## src/rtl/coco_timer.sv

```systemverilog
// coco_timer: memory-mapped down-counting timer.
// This is the responder end of one DEVx port on the system bridge. The bridge
// has already decoded the address, so this block only looks at Addr[3:2].
//
// Ports
//   clk      system clock; all state changes on the rising edge
//   reset_n  asynchronous active-low reset
//   Addr     word address [31:2]; only Addr[3:2] (Addr[1:0] here) is decoded
//   WD       write data
//   WE       write enable, already qualified by the bridge decode
//   RD       read data, combinational from Addr[3:2]
//   IRQ      interrupt request toward the bridge
//
// Register map (Addr[3:2])
//   00 CTRL   {28'b0, IM, MODE[1:0], EN}
//   01 PRESET read/write
//   10 COUNT  read-only
//   11        reads 0
module coco_timer #(
  parameter logic [31:0] PRESET_RST = 32'h0
) (
  input  logic        clk,
  input  logic        reset_n,
  input  logic [29:0] Addr,
  input  logic [31:0] WD,
  input  logic        WE,
  output logic [31:0] RD,
  output logic        IRQ
);

  typedef enum logic [1:0] {IDLE, LOAD, CNT, INT} state_t;

  typedef struct packed {
    logic       im;
    logic [1:0] mode;
    logic       en;
  } ctrl_t;

  localparam logic [1:0] MODE_RELOAD = 2'b01;

  state_t      state;
  ctrl_t       ctrl;
  logic [31:0] preset;
  logic [31:0] count;
  logic        irq_pend;

  logic        wr_ctrl;
  logic        wr_preset;
  logic        auto_reload;
  logic        unused_addr;

  assign wr_ctrl     = WE && (Addr[1:0] == 2'b00);
  assign wr_preset   = WE && (Addr[1:0] == 2'b01);
  // Modes 10 and 11 behave as one-shot.
  assign auto_reload = (ctrl.mode == MODE_RELOAD);
  // Upper address bits are decoded by the bridge, not here.
  assign unused_addr = ^Addr[29:2];

  always_ff @(posedge clk or negedge reset_n) begin
    if (!reset_n) begin
      state    <= IDLE;
      ctrl     <= '0;
      preset   <= PRESET_RST;
      count    <= '0;
      irq_pend <= 1'b0;
    end else begin
      if (wr_preset) preset <= WD;
      // Any CPU write to CTRL/PRESET acknowledges a pending interrupt; an
      // expiry on the same edge re-sets it below and takes priority.
      if (wr_ctrl || wr_preset) irq_pend <= 1'b0;

      case (state)
        IDLE: if (ctrl.en) state <= LOAD;
        // LOAD always takes PRESET, so re-enable never resumes a frozen COUNT.
        LOAD: begin
          count <= preset;
          state <= CNT;
        end
        CNT: begin
          if (!ctrl.en) begin
            state <= IDLE;                  // COUNT frozen at current value
          end else if (count > 32'd1) begin
            count <= count - 32'd1;
          end else begin
            count <= '0;                    // PRESET=0 expires like PRESET=1
            state <= INT;
          end
        end
        INT: begin
          if (auto_reload) begin
            state <= LOAD;
          end else begin
            ctrl.en  <= 1'b0;
            irq_pend <= 1'b1;
            state    <= IDLE;
          end
        end
      endcase

      // Placed last so a CPU write to CTRL overrides the one-shot EN clear.
      if (wr_ctrl) ctrl <= ctrl_t'(WD[3:0]);
    end
  end

  always_comb begin
    RD = '0;
    case (Addr[1:0])
      2'b00:   RD = {28'b0, ctrl};
      2'b01:   RD = preset;
      2'b10:   RD = count;
      default: RD = '0;
    endcase
  end

  // Auto-reload has no pending flag; it pulses for the single INT cycle.
  assign IRQ = ctrl.im && (irq_pend || ((state == INT) && auto_reload));

endmodule

```

## config.mk

```make
export PLATFORM = sky130hd
export DESIGN_NAME = coco_timer
export DESIGN_NICKNAME = d
export VERILOG_FILES = /design/src/rtl/coco_timer.sv
export SDC_FILE = /design/constraint.sdc
export NUM_CORES = 1
export LEC_CHECK = 0
export ABC_AREA = 0
export ABC_CLOCK_PERIOD_IN_PS = 2600
export CAP_MARGIN = 20
export CORE_UTILIZATION = 45
export DETAILED_ROUTE_END_ITERATION = 16
export GPL_TIMING_DRIVEN = 1
export HOLD_SLACK_MARGIN = 0.08
export PLACE_DENSITY_LB_ADDON = 0.25
export SYNTH_ARGS = -nofsm -noshare
export SYNTH_HDL_FRONTEND = slang
export SYNTH_SLANG_ARGS = --single-unit
```

## constraint.sdc

```tcl
create_clock -name clk -period 2.6 [get_ports clk]
set_input_delay 0.52 -clock clk [delete_from_list [all_inputs] [get_ports clk]]
set_output_delay 0.52 -clock clk [all_outputs]
set_load 0.01 [all_outputs]
```

== Word-level counts from Yosys, hierarchy flattened ==
Index checks and enable logic that the tools add are counted.

* Magnitude comparators: 1
* Add/sub/neg operators: 1
* Equal/unequal tests: 10
* Reductions and logical operators: 13
* Mux-type cells: 15

{| class="wikitable"
|+ Operators with widths
! operator !! number
|-
| one-hot mux 32 bit (3 select lines) || 1
|-
| two-way mux 32 bit || 2
|-
| one-hot mux 32 bit (2 select lines) || 1
|-
| greater-than comparator 32 x 1 -> 1 bit (second input constant) || 1
|-
| subtractor 32 x 1 -> 32 bit (second input constant) || 1
|-
| one-hot mux 2 bit (4 select lines) || 1
|-
| two-way mux 1 bit || 7
|-
| == test 2 x 1 -> 1 bit (second input constant) || 3
|-
| == test 2 bit (second input constant) || 3
|-
| two-way mux 2 bit || 3
|-
| != test 2 bit (second input constant) || 3
|-
| AND reduction 2 bit || 3
|-
| logical AND 1 bit || 4
|-
| logical NOT 2 bit || 2
|-
| nonzero test 2 bit || 2
|-
| != test 3 bit (second input constant) || 1
|-
| logical OR 1 bit || 2
|}

* Logic and storage cells: 47
* Output and inout port bits: 33
* Register bits after elaboration: 71

== Depth between registers and ports, before layout ==
Gate-level depths: netlist (run 1).

* Depth in word-level cells: 6
* Gate-level depth with buffers: 8
* Depth with buffers taken out: 7

== Least setup slack after synthesis (run 1) ==
No wires, ideal clock.

* Kind: register to register
* Start point: reg count[25]
* End point: reg count[2]
* Library setup time: 0.126 ns
* Buffers on the path: 3
* Arrival time: 2.415 ns
* Slack: 0.059 ns
* Stages on the path, launching flop included: 9
* Data required time: 2.474 ns
* Period minus slack after synthesis: 2.541 ns
* Cells stage by stage: dfrtp_1 > or4_1 > buf_2 > or4_4 > o41ai_4 > buf_6 > buf_6 > o21ai_2 > a221o_1

* Word-level cells in the longest chain between the ends: 4

{| class="wikitable"
|+ RTL lines
! what !! RTL line !! RTL
|-
| start, declared || 44 || <nowiki>logic [31:0] count;</nowiki>
|-
| start signal, assigned || 76 || <nowiki>count <= preset;</nowiki>
|-
| start signal, assigned || 83 || <nowiki>count <= count - 32'd1;</nowiki>
|-
| greater-than comparator 32 x 1 -> 1 bit || 82 || <nowiki>end else if (count > 32'd1) begin</nowiki>
|-
| two-way mux 32 bit || 82 ||
|-
| two-way mux 32 bit || 80 || <nowiki>if (!ctrl.en) begin</nowiki>
|-
| one-hot mux 32 bit (2 select lines) || 72 || <nowiki>case (state)</nowiki>
|}

Every way passes these cells. The select of a mux whose other input is x is not followed.
A chain may end at the register's enable or synchronous reset.

== Final worst setup path (run 1) ==
* Start point: reg count[25]
* End point: reg count[17]

The elaborated chain is that of the path after synthesis.

==> results summary, run 1 <==
The synthesized netlist cell count is 396. The clock network latency to the later pin of the worst-skew pair is 0.34 ns. The final global-route overflow total is 0.

Dividing the detail-routed wire length by the instance count gives 17.8 µm. The data arrival time of the worst path is 2.76 ns. The startpoint class of the critical path is a register. The worst register-to-register path begins at count[25]. Once placement completed, the tool counted placed cells totaling 574. Clock skew on the completed layout was measured at 0.00774 ns. The total setup buffers inserted after CTS came out at 0. The number of flops mapped to enable cells by yosys is 0. In the final design database the tool counted 547 nets. The total core area is 8380 µm². The via-per-instance ratio is 6.02. The unique cell type count in the Yosys netlist is 52.

In the routed design, unresolved DRC markers number 0. The synthesized area per cell came out at 10.1 µm². For this block, the routed nets add up to 10500 µm of wire. The first-pass iteration count of the detailed router came out at 4. Summed over all instances, the cell type with the most area after synthesis is dfrtp_1. The synthesized cell area is 3990 µm².

The flip-flop and latch count after synthesis came out at 71. The number of inserted diodes is 0. The count of maximum capacitance violations came out at 0. The overall fraction of global-route tracks in use came out at 24.8%. The number of slew-limit violations in the final report came to 0. TritonCTS built the clock tree. The worst setup path is captured at a register. Counting every net in the synthesized netlist gives 463.

Cells fill 61.9% of the core in the end. The run finished with clean final reports. Setup repair after global routing left no endpoint under its margin. The die covers 9240 µm².

Timing would allow up to 0.394 GHz. Port buffering added 69 buffers. The number of antenna violations at the first check in global routing came to 0.

The post-route antenna net violation count is 0. The area of placed instances came out at 5000 µm². The share of synthesized registers carrying an async set or reset is 100%.

The count of final hold-check violations came to 0. The number of global-route vias before repair is 3513. The CTS buffer count came out at 9. The estimated wirelength of the detail-placed design came out at 7360 µm. The number of placement rows came out at 33. The clock net sink count is 71. The tightest slew margin relative to the limit is 66.0%. The worst hold path belongs to the class in2async. The first global-routing pass estimated 17600 µm of wire. The clock-pin slew reported for the worst setup and hold paths after clock tree synthesis is 0.08 ns. At the worst endpoint, the required time is 2.83 ns. Along the worst path, the maximum fanout reaches 24. The path depth of the worst reg2reg path is 6. The layout filler cell count is 722.

In this run the critical register-to-register path is captured at count[17]. The post-synthesis to final-layout area growth came out at 30.2%. The leakage power is 2.11 nW. The share of the synthesized area in the top cell type came out at 44.6%. The overall power after layout is 4.90 mW. In the post-synthesis netlist, the biggest area contributors are dfrtp_1 45%, mux2_2 9.9%, a22o_1 7.5%. The final estimated routing congestion in global placement is 0.848.

The number of levels the H-tree was split into is 3. The initial utilization of the core area, before any placement, comes to 47.6%. For this block, the initial DRC count from the detailed router was 190. The portion of the clock cycle consumed by the worst path in the final layout came out at 97.5%. The count of endpoints failing setup in the final report is 0. The worst ir drop on vdd came out at 0.429 mV.

The pin count of the biggest net entering global routing is 72. The final non-filler cell area is 5190 µm². The flip-flop cell with the highest count after synthesis is dfrtp_1. 98 I/O pins were placed.

The sequential-to-total area share from yosys stat came out at 44.6%. The worst-margin pin slew came out at 0.509 ns. The tightest hold margin is 0.161 ns. In this run the deepest clock path goes through 2 buffers.

The time the worst path needs with I/O delays and setup came out at 2.54 ns. The total number of vias came out at 3545. The overall die width is 96.1 µm. The cell area power density is 945 nW/µm².

In this run the vertical extent of the chip is 96.1 µm. Setup slack on the worst reg-to-reg path comes out at 0.06 ns. The fraction of final layout cells sized beyond drive strength 1 came out at 19.8%. The finished layout holds 589 standard cells, fillers aside. The category of the most critical setup path is reg2reg.

CTS placed an instance of clkbuf_8 at the clock tree root. The synthesis warning total came out at 0.
## power breakdown
group	total (mW)	internal [mW]	switching [mW]	leakage [nW]
Clock	0.783	0.367	0.416	0.0785
Sequential	1.94	1.47	0.468	0.863
Combinational	2.18	1.11	1.08	1.17
## registers in the layout (all words and copies together) (netlist names)
register,cells
count,32
preset,32
ctrl,4
state,2
irq_pend,1
## stage by stage
stage / setup slack (ns) / TNS [ns]
after floorplan: 0.0591 / 0
after global placement: -0.0920 / -2.01
after detailed placement: -0.109 / -2.50
after global routing: 0.0101 / 0
final: 0.0647 / 0
after CTS: 0.0414 / 0
## cells in the mapped netlist (3+ instances only)
| library cell | n |
|---|---|
| mux2_2 | 35 |
| nor4_1 | 12 |
| mux2i_1 | 5 |
| nor2b_1 | 5 |
| o22ai_1 | 3 |
| a22o_1 | 34 |
| a22oi_1 | 7 |
| nand3_1 | 13 |
| clkbuf_1 | 22 |
| nor2_1 | 23 |
| o21ai_0 | 23 |
| nand2_1 | 30 |
| a21o_1 | 3 |
| inv_1 | 9 |
| a221o_1 | 11 |
| dfrtp_1 | 71 |
| or4_1 | 4 |
| a32oi_1 | 4 |
| o211ai_1 | 4 |
| or3_1 | 7 |
| a21oi_1 | 8 |
| o31ai_1 | 3 |
| buf_1 | 3 |
| nor3_1 | 12 |
| and2_1 | 3 |
| o31a_1 | 3 |
| nand4_1 | 3 |
| nand2b_1 | 3 |
## what timing repair did
item | 4_1_cts | 5_1_grt
hold buffers | 0 | 0
setup endpoints to repair | 32 | 6
resized for setup | 6 | 4
## cell usage in the layout (no fill, tap or decap), types with 4 or more instances in the layout
cell | synthesis | routed
dfrtp_1 | 71 | 71
clkdlybuf4s50_1 | 0 | 66
mux2_2 | 35 | 35
a22o_1 | 34 | 34
nand2_1 | 30 | 30
buf_4 | 0 | 26
nor2_1 | 23 | 23
o21ai_0 | 23 | 22
nand3_1 | 13 | 13
nor4_1 | 12 | 12
nor3_1 | 12 | 11
a221o_1 | 11 | 11
clkbuf_8 | 0 | 10
inv_1 | 9 | 9
a21oi_1 | 8 | 7
or3_1 | 7 | 7
a22oi_1 | 7 | 7
mux2i_1 | 5 | 5
buf_12 | 0 | 5
o211ai_1 | 4 | 4
a32oi_1 | 4 | 4
## worst max path at each step
stage              start   endpoint  slack (ns)  depth (start not counted)
3_5_place_dp     Addr[1]      RD[6]       -0.11                          5
6_report       count[25]  count[17]        0.06                          6
5_1_grt        count[25]  count[17]        0.01                          6
2_1_floorplan  count[25]   count[2]        0.06                          8
4_1_cts        count[25]  count[17]        0.04                          6
3_3_place_gp     Addr[1]      RD[6]       -0.09                          5
## cells by family after synthesis
kind of cell,after synthesis,synth area share (%)
adder cells (fa/ha/maj),2,0.628
buffers and inverters,38,4.02
multiplexers,40,11.1
flip-flops,71,44.6
AO/OA/AOI/OAI,122,23.9
AND/OR/NAND/NOR,123,15.7
## area by class of cell
class | instances | area, µm² | share of cell area (%)
multi-input combinational | 287 | 2080 | 40.1
sequential | 71 | 1780 | 34.2
timing repair buffer | 102 | 1000 | 19.3
clock buffer | 12 | 145 | 2.80
tap | 105 | 131 | 2.53
inverter | 9 | 33.8 | 0.651
clock inverter | 3 | 20.0 | 0.386
## critical path: stages, from the launching register on
cell     delay, ns
dfrtp_1       0.39
or4_4         0.54
or4_4         0.47
o41ai_4       0.38
buf_12        0.21
o21ai_1       0.08
a221o_1       0.34
## metal layers
| metal | share of wire, % | GRT usage [%] |
|---|---|---|
| met1 | 46 | 34.4 |
| met4 | 1.5 | 8.33 |
| met3 | 4.6 | 3.32 |
| met2 | 48 | 39.7 |
| met5 | 0 | 0 |
No activity file was read; power rests on OpenSTA's default activity.
==> inputs of run 2 (changes only) <==
--- a/config.mk
+++ b/config.mk
@@ -7,7 +7,6 @@
 export LEC_CHECK = 0
 export ABC_AREA = 0
 export ABC_CLOCK_PERIOD_IN_PS = 2600
-export CAP_MARGIN = 20
 export CORE_UTILIZATION = 45
 export DETAILED_ROUTE_END_ITERATION = 16
 export GPL_TIMING_DRIVEN = 1
==> results of run 2 <==
Same layout as run 1: the final DEF is identical, and so are final timing and power.
==> inputs of run 3 (changes only) <==
--- a/config.mk
+++ b/config.mk
@@ -15,3 +15,4 @@
 export SYNTH_ARGS = -nofsm -noshare
 export SYNTH_HDL_FRONTEND = slang
 export SYNTH_SLANG_ARGS = --single-unit
+export TNS_END_PERCENT = 10
==> run 3 against run 2 <==
- fmax fell by 1.4%
- setup slack got worse by 0.035 ns
- die area did not move
- count of clock-buffer cells in the layout did not move
- critical path type unchanged
- critical endpoint unchanged
==> results summary, run 3 (synthesis gave the netlist of run 1 again) <==
The run finished with clean final reports. The first-pass iteration count of the detailed router is 5 (+1). The global-route wire length before repair is 17600 µm (unchanged). The post-synthesis to final-layout area growth came out at 30.1% (about the same).

The critical path endpoint category is a register. The proportion of power drawn by the clock network came out at 16.0% (about the same). The post-route antenna net violation count is 0 (unchanged). The cell at the root of the clock tree is clkbuf_8. The average routed wire per standard cell came to 17.8 µm (+0.10%). The hold buffer count at CTS came to 0 (unchanged). The remaining routing DRC violations is 0 (unchanged). The pin count of the biggest net entering global routing is 72 (unchanged). The worst clock skew is 0.00688 ns (-0.000857 ns). The overall die width came to 96.1 µm (unchanged). The sequential cell fraction of total power came to 39.6% (about the same).

The leakage power is 2.11 nW (about the same). The clock-pin slew reported for the worst setup and hold paths after clock tree synthesis came out at 0.08 ns (about the same). The library cell used most frequently in the layout, excluding fill and tap cells, is dfrtp_1.

The fraction of final layout cells sized beyond drive strength 1 came out at 19.6% (-0.21 points). The total number of vias is 3568 (+0.65%). The die outline height came out at 96.1 µm (unchanged). The total setup buffers inserted after CTS is 0 (unchanged). Setup repair after global routing could not meet its margin everywhere. The portion of the clock cycle consumed by the worst path in the final layout is 98.9% (+1.3 points). The starting DRC count in detailed routing is 176 (-7.4%). The met1 demand-to-capacity share in global routing came out at 34.4% (unchanged). The overall fraction of global-route tracks in use came out at 24.8% (unchanged). The layer flagged by global routing as most heavily used is met2.

The count of maximum capacitance violations is 0 (unchanged). The I/O pin count is 98 (unchanged). The number of global-route vias before repair is 3513 (unchanged). The CTS buffer count is 9 (unchanged). The path class of the tightest hold or removal check is in2async. The area of placed instances came out at 5000 µm² (unchanged). The fraction of met2 tracks used by global routing is 39.7% (unchanged). The number of cells in the finished layout apart from fillers was 589 (unchanged). The total core area came out at 8380 µm² (unchanged).

The clock network latency to the later pin of the worst-skew pair is 0.35 ns (about the same). The switching part of the total came out at 40.0% (+0.040 points). The count of endpoints failing setup in the final report is 0 (unchanged). The category of the most critical setup path is reg2reg. The startpoint class of the critical path is a register. The part of the power in combinational logic was 44.4% (about the same). The time the worst path needs with I/O delays and setup came to 2.57 ns (+0.0350 ns).

The number of port buffers came out at 69 (unchanged). The clock net sink count came out at 71 (unchanged). The largest registers in the layout are count x32, preset x32, ctrl x4. The final-stage net count came out at 547 (unchanged).

The required time at the endpoint of the critical path came out at 2.83 ns (about the same). The number of levels the H-tree was split into came to 3 (unchanged). The number of inserted diodes is 0 (unchanged). TritonCTS built the clock tree. The count of final hold-check violations came out at 0 (unchanged). The achievable clock frequency was 0.389 GHz (-1.4%). The number of placement rows came out at 33 (unchanged). The number of slew-limit violations in the final report is 0 (unchanged).

The final non-filler cell area is 5190 µm² (about the same). The largest fanout on the critical path came out at 24 (unchanged). The via-per-instance ratio came out at 6.06 (+0.65%).

Leaving out fill and tap cells, the most frequent cells in the layout are 71 x dfrtp_1, 66 x clkdlybuf4s50_1, 35 x mux2_2. The tightest slew margin relative to the limit is 65.2% (-0.87 points). The placed instance count is 574 (unchanged). The cell area power density came to 944 nW/µm² (about the same). The area enclosed by the die boundary came out at 9240 µm² (unchanged). The estimated wirelength of the detail-placed design was 7360 µm (unchanged). The starting density of the core came out at 47.6% (unchanged). The final wirelength came out at 10500 µm (+0.10%).

The final estimated routing congestion in global placement came out at 0.848 (unchanged). The worst-margin pin slew is 0.522 ns (+0.0130 ns). The worst-case clock buffer depth came out at 2 (unchanged). The global routing usage on met3 came out at 3.32% (unchanged). The number of antenna violations at the first check in global routing is 0 (unchanged). The total internal power came out at 2.94 mW (-0.23%).

The final global-route overflow total came out at 0 (unchanged). The data arrival time of the worst path is 2.80 ns (+0.04 ns). The net switching component of the power is 1.96 mW (about the same). The worst ir drop on vdd is 0.414 mV (-3.4%).
-- run 3: cell counts in the layout (fill, tap and decap cells not counted) --
No cell type changed its count.
-- run 3: layer usage --
metal  part of all wire, %  vias to the layer above
li1                      -                     1696
met1                    46                     1756
met2                    48                      103
met3                   4.4                       13
met4                   1.5                        0
met5                     0                        -
-- run 3: cell type report --
cell class	count	area [µm²]
clock buffer	12	145
clock inverter	3	20.0
fill	723	3200
inverter	9	33.8
multi-input combinational	287	2080
sequential	71	1780
tap	105	131
timing repair buffer	102	1000
-- run 3: timing repair --
action                     CTS  global route
setup endpoints to repair   32             6
cloned                       0             0
resized for setup            6             2
-- run 3: power by group through the flow --
stage / sequential [mW] / clock [mW] / combinational [mW]
finish: 1.94 / 0.783 / 2.18
global placement: 1.92 / 0 / 2.11
global route: 2.01 / 0.846 / 2.38
floorplan: 1.77 / 0 / 1.45
CTS: 1.92 / 0.802 / 2.17
detailed placement: 1.94 / 0 / 2.16
-- run 3: final timing paths --
kind	to	depth (start not counted)	start	slack (ns)
setup / recovery	count[17]	6	count[25]	0.03
hold / removal	preset[5]	2	reset_n	0.18
setup reg to reg	count[17]	6	count[25]	0.03
hold reg to reg	irq_pend	1	irq_pend	0.49
max in group asynchronous	preset[3]	2	reset_n	2.09
min in group clk	irq_pend	1	irq_pend	0.49
-- run 3: through the flow --
step	setup WS (ns)	power (mW)	util (%)	hold slack, ns	TNS (ns)
2_1_floorplan	0.0591	3.22	-	0.224	0
3_3_place_gp	-0.0920	4.04	59.6	0.461	-2.01
3_5_place_dp	-0.109	4.10	59.6	0.485	-2.50
4_1_cts	0.0414	4.90	61.8	0.206	0
5_1_grt	-0.0415	5.24	61.9	0.228	-0.0415
6_report	0.0297	4.90	61.9	0.180	0
-- run 3: worst max-delay path: stages (launching register included) --
cell,delay [ns]
dfrtp_1,0.38
or4_1,0.55
or4_4,0.47
o41ai_4,0.38
buf_12,0.21
o21ai_0,0.10
a221o_1,0.35
